`src/rtl/ss_scan_ctrl_pkg.sv`:
```
// Shared definitions for the 7-segment blocks: scan states, blank code and the hex font.
package ss_scan_ctrl_pkg;

   typedef enum logic [1:0] {
      ST_SHOW_L   = 2'd0,
      ST_BLANK_LR = 2'd1,
      ST_SHOW_R   = 2'd2,
      ST_BLANK_RL = 2'd3
   } scan_state_e;

   localparam logic [6:0] SEG_OFF = 7'h7F;

   // Active-low {G,F,E,D,C,B,A}
   function automatic logic [6:0] hex_to_seg(input logic [3:0] nib);
      logic [6:0] seg;
      unique case (nib)
         4'h0:    seg = 7'h40;
         4'h1:    seg = 7'h79;
         4'h2:    seg = 7'h24;
         4'h3:    seg = 7'h30;
         4'h4:    seg = 7'h19;
         4'h5:    seg = 7'h12;
         4'h6:    seg = 7'h02;
         4'h7:    seg = 7'h78;
         4'h8:    seg = 7'h00;
         4'h9:    seg = 7'h10;
         4'hA:    seg = 7'h08;
         4'hB:    seg = 7'h03;
         4'hC:    seg = 7'h46;
         4'hD:    seg = 7'h21;
         4'hE:    seg = 7'h06;
         default: seg = 7'h0E;
      endcase
      return seg;
   endfunction

endpackage

```
`src/rtl/ss_hex_decode.sv`:
```
// Combinational nibble to active-low 7-segment code.
module ss_hex_decode
   import ss_scan_ctrl_pkg::*;
(
   input  logic [3:0] nib_i,
   output logic [6:0] seg_o
);

   assign seg_o = hex_to_seg(nib_i);

endmodule

```
`src/rtl/ss_scan_ctrl.sv`:
```
// Dual-digit 7-segment scan controller: time-multiplexes one byte onto shared
// active-low segment lines with blank gaps, loading new values only at frame boundaries.
//
//  state       | meaning
//  ST_SHOW_L   | left digit lit (high nibble), ss_right = 0
//  ST_BLANK_LR | all segments off, going left -> right
//  ST_SHOW_R   | right digit lit (low nibble), ss_right = 1
//  ST_BLANK_RL | all segments off, going right -> left; leaving it is the frame boundary
module ss_scan_ctrl
   import ss_scan_ctrl_pkg::*;
#(
   parameter int DIGIT_CYCLES = 12000,
   parameter int BLANK_CYCLES = 120
) (
   input  logic       clk_i,
   input  logic       rst_n_i,
   input  logic       ld_valid_i,
   input  logic [7:0] ld_data_i,
   output logic       ld_ready_o,
   input  logic       en_i,
   input  logic       lzb_i,
   output logic       ss_a_n_o,
   output logic       ss_b_n_o,
   output logic       ss_c_n_o,
   output logic       ss_d_n_o,
   output logic       ss_e_n_o,
   output logic       ss_f_n_o,
   output logic       ss_g_n_o,
   output logic       ss_right_o,
   output logic       frame_tick_o
);

   localparam int MAX_LEN = (DIGIT_CYCLES > BLANK_CYCLES) ? DIGIT_CYCLES : BLANK_CYCLES;
   localparam int CNT_W   = (MAX_LEN > 1) ? $clog2(MAX_LEN) : 1;
   localparam logic [CNT_W-1:0] SHOW_LAST  = CNT_W'(DIGIT_CYCLES - 1);
   localparam logic [CNT_W-1:0] BLANK_LAST = CNT_W'(BLANK_CYCLES - 1);

   scan_state_e      state_q, state_d;
   logic [CNT_W-1:0] cnt_q, cnt_d;
   logic [7:0]       disp_q, disp_d;
   logic [7:0]       shadow_q, shadow_d;
   logic             pend_q, pend_d;
   logic [6:0]       seg_q, seg_d;
   logic             ss_right_q, ss_right_d;
   logic             frame_tick_q, frame_tick_d;

   logic             state_last;
   logic             boundary;
   logic             xfer;
   logic [3:0]       nib_sel;
   logic [6:0]       nib_seg;

   assign state_last = (state_q == ST_SHOW_L || state_q == ST_SHOW_R) ?
                       (cnt_q == SHOW_LAST) : (cnt_q == BLANK_LAST);
   assign boundary   = (state_q == ST_BLANK_RL) && state_last;
   assign xfer       = ld_valid_i && !pend_q;

   always_comb begin
      state_d = state_q;
      cnt_d   = cnt_q + 1'b1;
      if (state_last) begin
         cnt_d = '0;
         unique case (state_q)
            ST_SHOW_L:   state_d = ST_BLANK_LR;
            ST_BLANK_LR: state_d = ST_SHOW_R;
            ST_SHOW_R:   state_d = ST_BLANK_RL;
            default:     state_d = ST_SHOW_L;
         endcase
      end
   end

   // A load arriving on the boundary edge with nothing pending goes straight to
   // the display so it is not held back a whole frame.
   always_comb begin
      disp_d   = disp_q;
      shadow_d = shadow_q;
      pend_d   = pend_q;
      if (boundary) begin
         if (pend_q) begin
            disp_d = shadow_q;
            pend_d = 1'b0;
         end else if (xfer) begin
            disp_d = ld_data_i;
         end
      end else if (xfer) begin
         shadow_d = ld_data_i;
         pend_d   = 1'b1;
      end
   end

   assign nib_sel = (state_d == ST_SHOW_R) ? disp_d[3:0] : disp_d[7:4];

   ss_hex_decode u_hex_decode (
      .nib_i (nib_sel),
      .seg_o (nib_seg)
   );

   // Outputs follow the next state so segments and digit select move on the state edge.
   always_comb begin
      seg_d        = SEG_OFF;
      ss_right_d   = ss_right_q;
      frame_tick_d = boundary;
      unique case (state_d)
         ST_SHOW_L: begin
            ss_right_d = 1'b0;
            if (en_i && !(lzb_i && disp_d[7:4] == 4'h0)) seg_d = nib_seg;
         end
         ST_SHOW_R: begin
            ss_right_d = 1'b1;
            if (en_i) seg_d = nib_seg;
         end
         default: ;
      endcase
   end

   always_ff @(posedge clk_i or negedge rst_n_i) begin
      if (!rst_n_i) begin
         state_q      <= ST_BLANK_RL;
         cnt_q        <= '0;
         disp_q       <= 8'h00;
         shadow_q     <= 8'h00;
         pend_q       <= 1'b0;
         seg_q        <= SEG_OFF;
         ss_right_q   <= 1'b0;
         frame_tick_q <= 1'b0;
      end else begin
         state_q      <= state_d;
         cnt_q        <= cnt_d;
         disp_q       <= disp_d;
         shadow_q     <= shadow_d;
         pend_q       <= pend_d;
         seg_q        <= seg_d;
         ss_right_q   <= ss_right_d;
         frame_tick_q <= frame_tick_d;
      end
   end

   assign ld_ready_o   = ~pend_q;
   assign ss_a_n_o     = seg_q[0];
   assign ss_b_n_o     = seg_q[1];
   assign ss_c_n_o     = seg_q[2];
   assign ss_d_n_o     = seg_q[3];
   assign ss_e_n_o     = seg_q[4];
   assign ss_f_n_o     = seg_q[5];
   assign ss_g_n_o     = seg_q[6];
   assign ss_right_o   = ss_right_q;
   assign frame_tick_o = frame_tick_q;

endmodule

```
`config.mk`:
```
export PLATFORM = sky130hd
export DESIGN_NAME = ss_scan_ctrl
export DESIGN_NICKNAME = d
export VERILOG_FILES = /design/src/rtl/ss_scan_ctrl_pkg.sv /design/src/rtl/ss_hex_decode.sv /design/src/rtl/ss_scan_ctrl.sv
export SDC_FILE = /design/constraint.sdc
export NUM_CORES = 1
export LEC_CHECK = 0
export BUFFER_PORTS_ARGS = -buffer_cell sky130_fd_sc_hd__buf_2
export CAP_MARGIN = 20
export CORE_UTILIZATION = 53
export CTS_CLUSTER_SIZE = 28
export DETAILED_ROUTE_END_ITERATION = 8
export PLACE_DENSITY_LB_ADDON = 0.08
export SLEW_MARGIN = 20
export SYNTH_ARGS = -nofsm -noshare
export SYNTH_HDL_FRONTEND = slang
export SYNTH_SLANG_ARGS = --single-unit
```
`constraint.sdc`:
```
create_clock -name clk_i -period 3.2 [get_ports clk_i]
set_input_delay 0.48 -clock clk_i [delete_from_list [all_inputs] [get_ports clk_i]]
set_output_delay 0.48 -clock clk_i [all_outputs]
set_load 0.05 [all_outputs]
```
After elaboration in Yosys (flattened, before gate mapping)
Memories as Yosys holds them, arrays and structs flattened.
Cells that the tools add are included.
{ "word_totals": {"ff_bits": 42, "romBits": 112, "inputBits": 13, "out_inout_bits": 10, "elab_cells": 45, "mem_count": 1} }
{ "memory_table": {"columns": ["memory", "depth", "width", "rd", "rd_clocked_by_memory_dff", "wr", "line", "text"], "rows": [
  ["(no name shown)", 16, 7, 1, 0, 0, "ss_scan_ctrl_pkg.sv:16", "unique case (nib)"]
]} }
{ "op_classes": {"n_addsub": 1, "n_eq_ne": 6, "n_mux": 14, "bitwise": 2, "n_reduce_logical": 13} }
{ "ops": {"columns": ["cell", "n"], "rows": [
  ["8-bit 2-to-1 mux", 3],
  ["14-bit by 1-bit adder with 14-bit output (second input constant)", 1],
  ["14-bit equality test (second input constant)", 1],
  ["14-bit by 7-bit equality test with 1-bit output (second input constant)", 1],
  ["14-bit 2-to-1 mux", 1],
  ["7-bit 2-to-1 mux", 2],
  ["7-bit one-hot mux with 2 select lines", 1],
  ["2-bit equality test (second input constant)", 3],
  ["2-bit one-hot mux with 3 select lines", 1],
  ["1-bit logical AND", 4],
  ["2-bit logical NOT", 2],
  ["4-bit logical NOT", 1],
  ["4-bit 2-to-1 mux", 1],
  ["2-bit nonzero test", 2],
  ["1-bit 2-to-1 mux", 3],
  ["2-bit by 1-bit equality test with 1-bit output (second input constant)", 1],
  ["1-bit logical NOT", 2],
  ["2-bit 2-to-1 mux", 1],
  ["1-bit NOT", 2],
  ["1-bit one-hot mux with 2 select lines", 1],
  ["2-bit AND reduction", 1],
  ["1-bit logical OR", 1]
]} }

Depth between registers and ports, before layout
{ "depth": {"word_depth": 11, "ltp_mapped": 14, "mapped_depth_nobuf": 13} }

Modules after synthesis
Synthesis repeated with hierarchy kept, for this count alone.
{ "unflattened": {"hier_cells": 223, "hier_area_um2": 2452.4} }
{ "modules_own_cells": {"columns": ["mod", "instances", "cells_per_inst", "area_each_um2", "seq_area_each_um2"], "rows": [
  ["ss_scan_ctrl", 1, 190, 2178.3, 1062.3],
  ["ss_hex_decode", 1, 33, 274.0, 0.0]
]} }

Least setup slack after synthesis
Ideal clock, no wire load.
{ "synth_path": {"kind": "register to register", "start": "register cnt_q[9]", "end": "register seg_q[3]", "setup_time_ps": 72, "arrival_ps": 2976, "required_ps": 3128, "slack_ps": 152, "stages_incl_launch_ff": 13, "n_path_buf": 1, "period_less_slack_ps": 3048, "cell_sequence": "dfrtp_1 or4_1 nor4_2 o21a_2 mux2_4 buf_6 mux2_2 inv_1 ha_1 inv_1 a211oi_1 a211oi_1 o21ai_1"} }
{ "synth_between": {"elab_chain_len": 10, "elab_cells_between_ends": 17, "classes_between": "eq/ne (3); mux (7); reduce/logical (6); memory (1)"} }
{ "synth_lines": {"columns": ["item", "line", "text"], "rows": [
  ["start, declared", "ss_scan_ctrl.sv:39", "logic [CNT_W-1:0] cnt_q, cnt_d;"],
  ["start signal, assigned", "ss_scan_ctrl.sv:128", "cnt_q <= cnt_d;"],
  ["14-bit by 7-bit equality test with 1-bit output / 14-bit equality test (equally long branches)", "ss_scan_ctrl.sv:54", "(cnt_q == SHOW_LAST) : (cnt_q == BLANK_LAST);"],
  ["1-bit 2-to-1 mux *", "ss_scan_ctrl.sv:53", "assign state_last = (state_q == ST_SHOW_L || state_q == ST_SHOW_R) ?"],
  ["branches (longest 7 deep; another with memory 16 x 7 bit)", null, null],
  ["7-bit one-hot mux with 2 select lines *", "ss_scan_ctrl.sv:103", "unique case (state_d)"],
  ["net seg_d[3]", "ss_scan_ctrl.sv:43", "logic [6:0] seg_q, seg_d;"],
  ["end signal, assigned", "ss_scan_ctrl.sv:132", "seg_q <= seg_d;"],
  ["end, declared", "ss_scan_ctrl.sv:43", null]
]} }
Mark *: on every way through the listed nets, which the timed path passes.
A chain may end at the register's enable or synchronous reset.

Worst setup path in the final report
{ "layout_path": {"start": "register cnt_q[10]", "end": "register seg_q[0]"} }
{ "layout_between": {"elab_chain_len": 10, "elab_cells_between_ends": 17, "classes_between": "eq/ne (3); mux (7); reduce/logical (6); memory (1)"} }
{ "layout_lines": {"columns": ["item", "line", "text"], "rows": [
  ["14-bit by 7-bit equality test with 1-bit output / 14-bit equality test (equally long branches)", "ss_scan_ctrl.sv:54", null],
  ["1-bit 2-to-1 mux *", "ss_scan_ctrl.sv:53", null],
  ["1-bit logical AND *", "ss_scan_ctrl.sv:55", "assign boundary = (state_q == ST_BLANK_RL) && state_last;"],
  ["8-bit 2-to-1 mux *", "ss_scan_ctrl.sv:78", "if (boundary) begin"],
  ["net disp_d[4]", "ss_scan_ctrl.sv:40", "logic [7:0] disp_q, disp_d;"],
  ["branches (longest 5 deep; another with memory 16 x 7 bit)", null, null],
  ["7-bit one-hot mux with 2 select lines *", "ss_scan_ctrl.sv:103", null],
  ["net seg_d[0]", "ss_scan_ctrl.sv:43", null]
]} }
Marks and branches as above.

==> flow_summary.yaml <==
status:
  outcome: "finished clean"
worst_setup_path:
  crit_arrival_ns: 3.25
  r2r_setup_slack_ns: 0.16
  cp.required_ns: 3.41
  crit_path_end_kind: "flop"
  reg2reg_from: "cnt_q[10]"
  path_class: "flop to flop"
  max_stage_delay_ns: 0.57
  path_cells: "or4_1 > nor4_4 > o211a_4 > buf_12 > mux2i_1 > nand2_2 > a21oi_4 > inv_2 > ha_2 > nor4_1 > o41ai_2"
  cp_top_family: "simple AND/OR/NAND/NOR gates"
  start_kind: "flop"
  crit_fanout: 7
  cp_slowest_cell: "or4_1"
  critPathBufInv: 2
  startpoint: "cnt_q[10]"
synthesis:
  synth_area_leaders: "dfrtp_1 35%, dfstp_2 9.9%, ha_1 5.2%, mux2_2 4.7%, mux2i_1 3.8%"
  postSynthAreaPerCell_um2: 11.04
  yosysSeqAreaShare: 0.4454
  yosys.area.top_type: "dfrtp_1"
  synth_top_area_frac: 0.3463
  yosys_warnings: 0
  ys_types: 54
  synth-edff-count: 0
  ys.flop_type: "dfrtp_1"
  syn_area_mm2: 0.002385
  synthArstFlopShare: 1.000
  synth_seq_cells: 42
  synth_cells: 216
  syn_nets: 239
drt:
  ant_nets: 0
  firstDrtPassIters: 4
  routedWlPerCell_um: 16.35
  dr_total_vias: 1770
  drt-total-wl_mm: 4.857
  drc: 0
  drt_iter0_drc: 85
  routed_via_density: 5.960
layout:
  nets: 267
  num_antenna_cells: 0
  fillCellCount: 385
  area_delta_synth_final_pct: 13.69
  layout_common_cells: "33 x dfrtp_1, 22 x buf_2, 18 x nor2_1"
  multiInputGateArea_mm2: 0.001232
  final_common_cell: "dfrtp_1"
  drive_gt1_frac: 0.3102
  final_area_mm2: 0.002711
  seq_area_mm2: 0.001062
floorplanning:
  dieArea_mm2: 0.004772
  die_h_um: 69.08
  rows: 24
  core_mm2: 0.004354
  io_pins: 23
  start_util: 0.5477
  dieWidth_um: 69.08
clocking:
  cts_tree: "yes"
  clock_latency_ns: 0.30
  cts_sinks: 42
  cts_buffers: 5
  root_buffer: "clkbuf_8"
  cts.reportedPaths.clkPinSlew_ns: 0.08
  cts_buffer_depth: 2
  h-tree-depth: 2
place:
  portBuffers: 22
  place_area_mm2: 0.002537
  dpl.hpwl_mm: 3.490
  place.gp.congestion: 0.8787
sta:
  fin_crit_sh: 0.9491
  relSlewSlack: 0.3862
  skew_ns: 0.004272
  clock.fmax_mhz: 329.2
  fin_crit_ns: 3.037
  setup_viol_count_final: 0
  worst_pin_slew_ns: 0.9207
  finalMaxSlewViolations: 0
  finalHoldViolCount: 0
pwr:
  p_sw_frac: 0.1978
  p_int_w: 0.0009017
  p_sw_w: 0.0002223
  comb_power_share: 0.049
  leakagePower_nw: 1.196
  power_density_mw_per_mm2: 414.5
  ir_drop_uv: 236.8
  p_clk_frac: 0.459
  seqPwrFrac: 0.492
  total_power_w: 0.001124
global_route:
  grt_pass1_vias: 1847
  antenna_found_initial: 0
  overflow: 0
  grt_use_total: 0.2231
  grt_pass1_wl_mm: 8.493
  grt_max_degree: 43
min_path:
  hold_class: "primary input to async pin"
job:
  maxCapViolCount: 0
through the flow:
stage | std cells | hold WS, ns | worst slack (ns) | TNS (ns) | utilization
2_1_floorplan | 216 | 0.1844 | 0.1518 | 0 | -
3_3_place_gp | 288 | 0.4649 | 0.1807 | 0 | 0.5828
3_5_place_dp | 288 | 0.4621 | 0.02735 | 0 | 0.5828
4_1_cts | 296 | 0.3491 | 0.009825 | 0 | 0.6155
5_1_grt | 297 | 0.3957 | -0.02381 | -0.02381 | 0.6227
6_report | 297 | 0.3129 | 0.1628 | 0 | 0.6227
logic make-up (layout without fill, tap and decap cells):
kind of cell               count (synthesis)  after routing  share of synthesized area
DFF                                       42             42                     0.4454
muxes                                     21             21                    0.09759
AOI/OAI and AO/OA                         32             32                     0.1238
adders and majority gates                 10             10                    0.05247
buffers and inverters                     18             47                    0.04249
xor gates and xnor gates                  12             12                    0.04407
and+or+nand+nor                           81             81                     0.1941
cell type report:
type / instances / share of cell area
flip-flops and latches: 42 / 0.3918
multi-input cells: 156 / 0.4545
repair buffers: 28 / 0.06184
clock inverters: 2 / 0.02215
inverters: 11 / 0.01523
well taps: 52 / 0.02400
clock buffers: 6 / 0.03046
synth_stat cells (3+ instances only):
library cell / number
nand2b_1: 4
inv_1: 10
nor2b_1: 4
nand2_1: 14
a211oi_1: 4
a32oi_1: 8
ha_1: 10
nor2_1: 18
mux2i_1: 9
xnor2_1: 4
nand3_1: 11
mux2_2: 10
xor2_1: 8
a21oi_2: 3
and2_1: 5
nor3_1: 4
dfstp_2: 9
dfrtp_1: 33
power groups by stage:
| stage | combinational (W) | clock (W) | sequential (W) |
|---|---|---|---|
| floorplan | 0.0000203 | 0 | 0.000571 |
| global placement | 0.0000552 | 0 | 0.000562 |
| detailed placement | 0.0000566 | 0 | 0.000563 |
| CTS | 0.0000567 | 0.000528 | 0.000553 |
| global route | 0.0000610 | 0.000548 | 0.000555 |
| finish | 0.0000550 | 0.000516 | 0.000553 |
final timing paths:
path,end,cells after the start
max reg2reg,seg_q[0],11
min reg2reg,ss_right_o,2
max in group asynchronous,cnt_q[12],1
min,cnt_q[8],1
max,seg_q[0],11
min in group clk_i,shadow_q[0],2
metal layers:
layer | global-route usage | wire [um]
met1 | 0.2747 | 2075
met2 | 0.3765 | 2569
met3 | 0.04386 | 128
met4 | 0.1020 | 83
met5 | 0 | 0
flip-flops by register name (all words and copies together) (netlist names):
name          flops
state_q           2
cnt_q            14
pend_q            1
seg_q             7
frame_tick_o      1
ss_right_o        1
disp_q            8
shadow_q          8
what timing repair did:
| action | 4_1_cts | 5_1_grt |
|---|---|---|
| setup buffers | 0 | 1 |
| gates resized for setup | 0 | 2 |
| hold buffers | 0 | 0 |
| endpoints found under the setup margin | 0 | 3 |
Note: power is estimated with default switching activity, not from simulation.
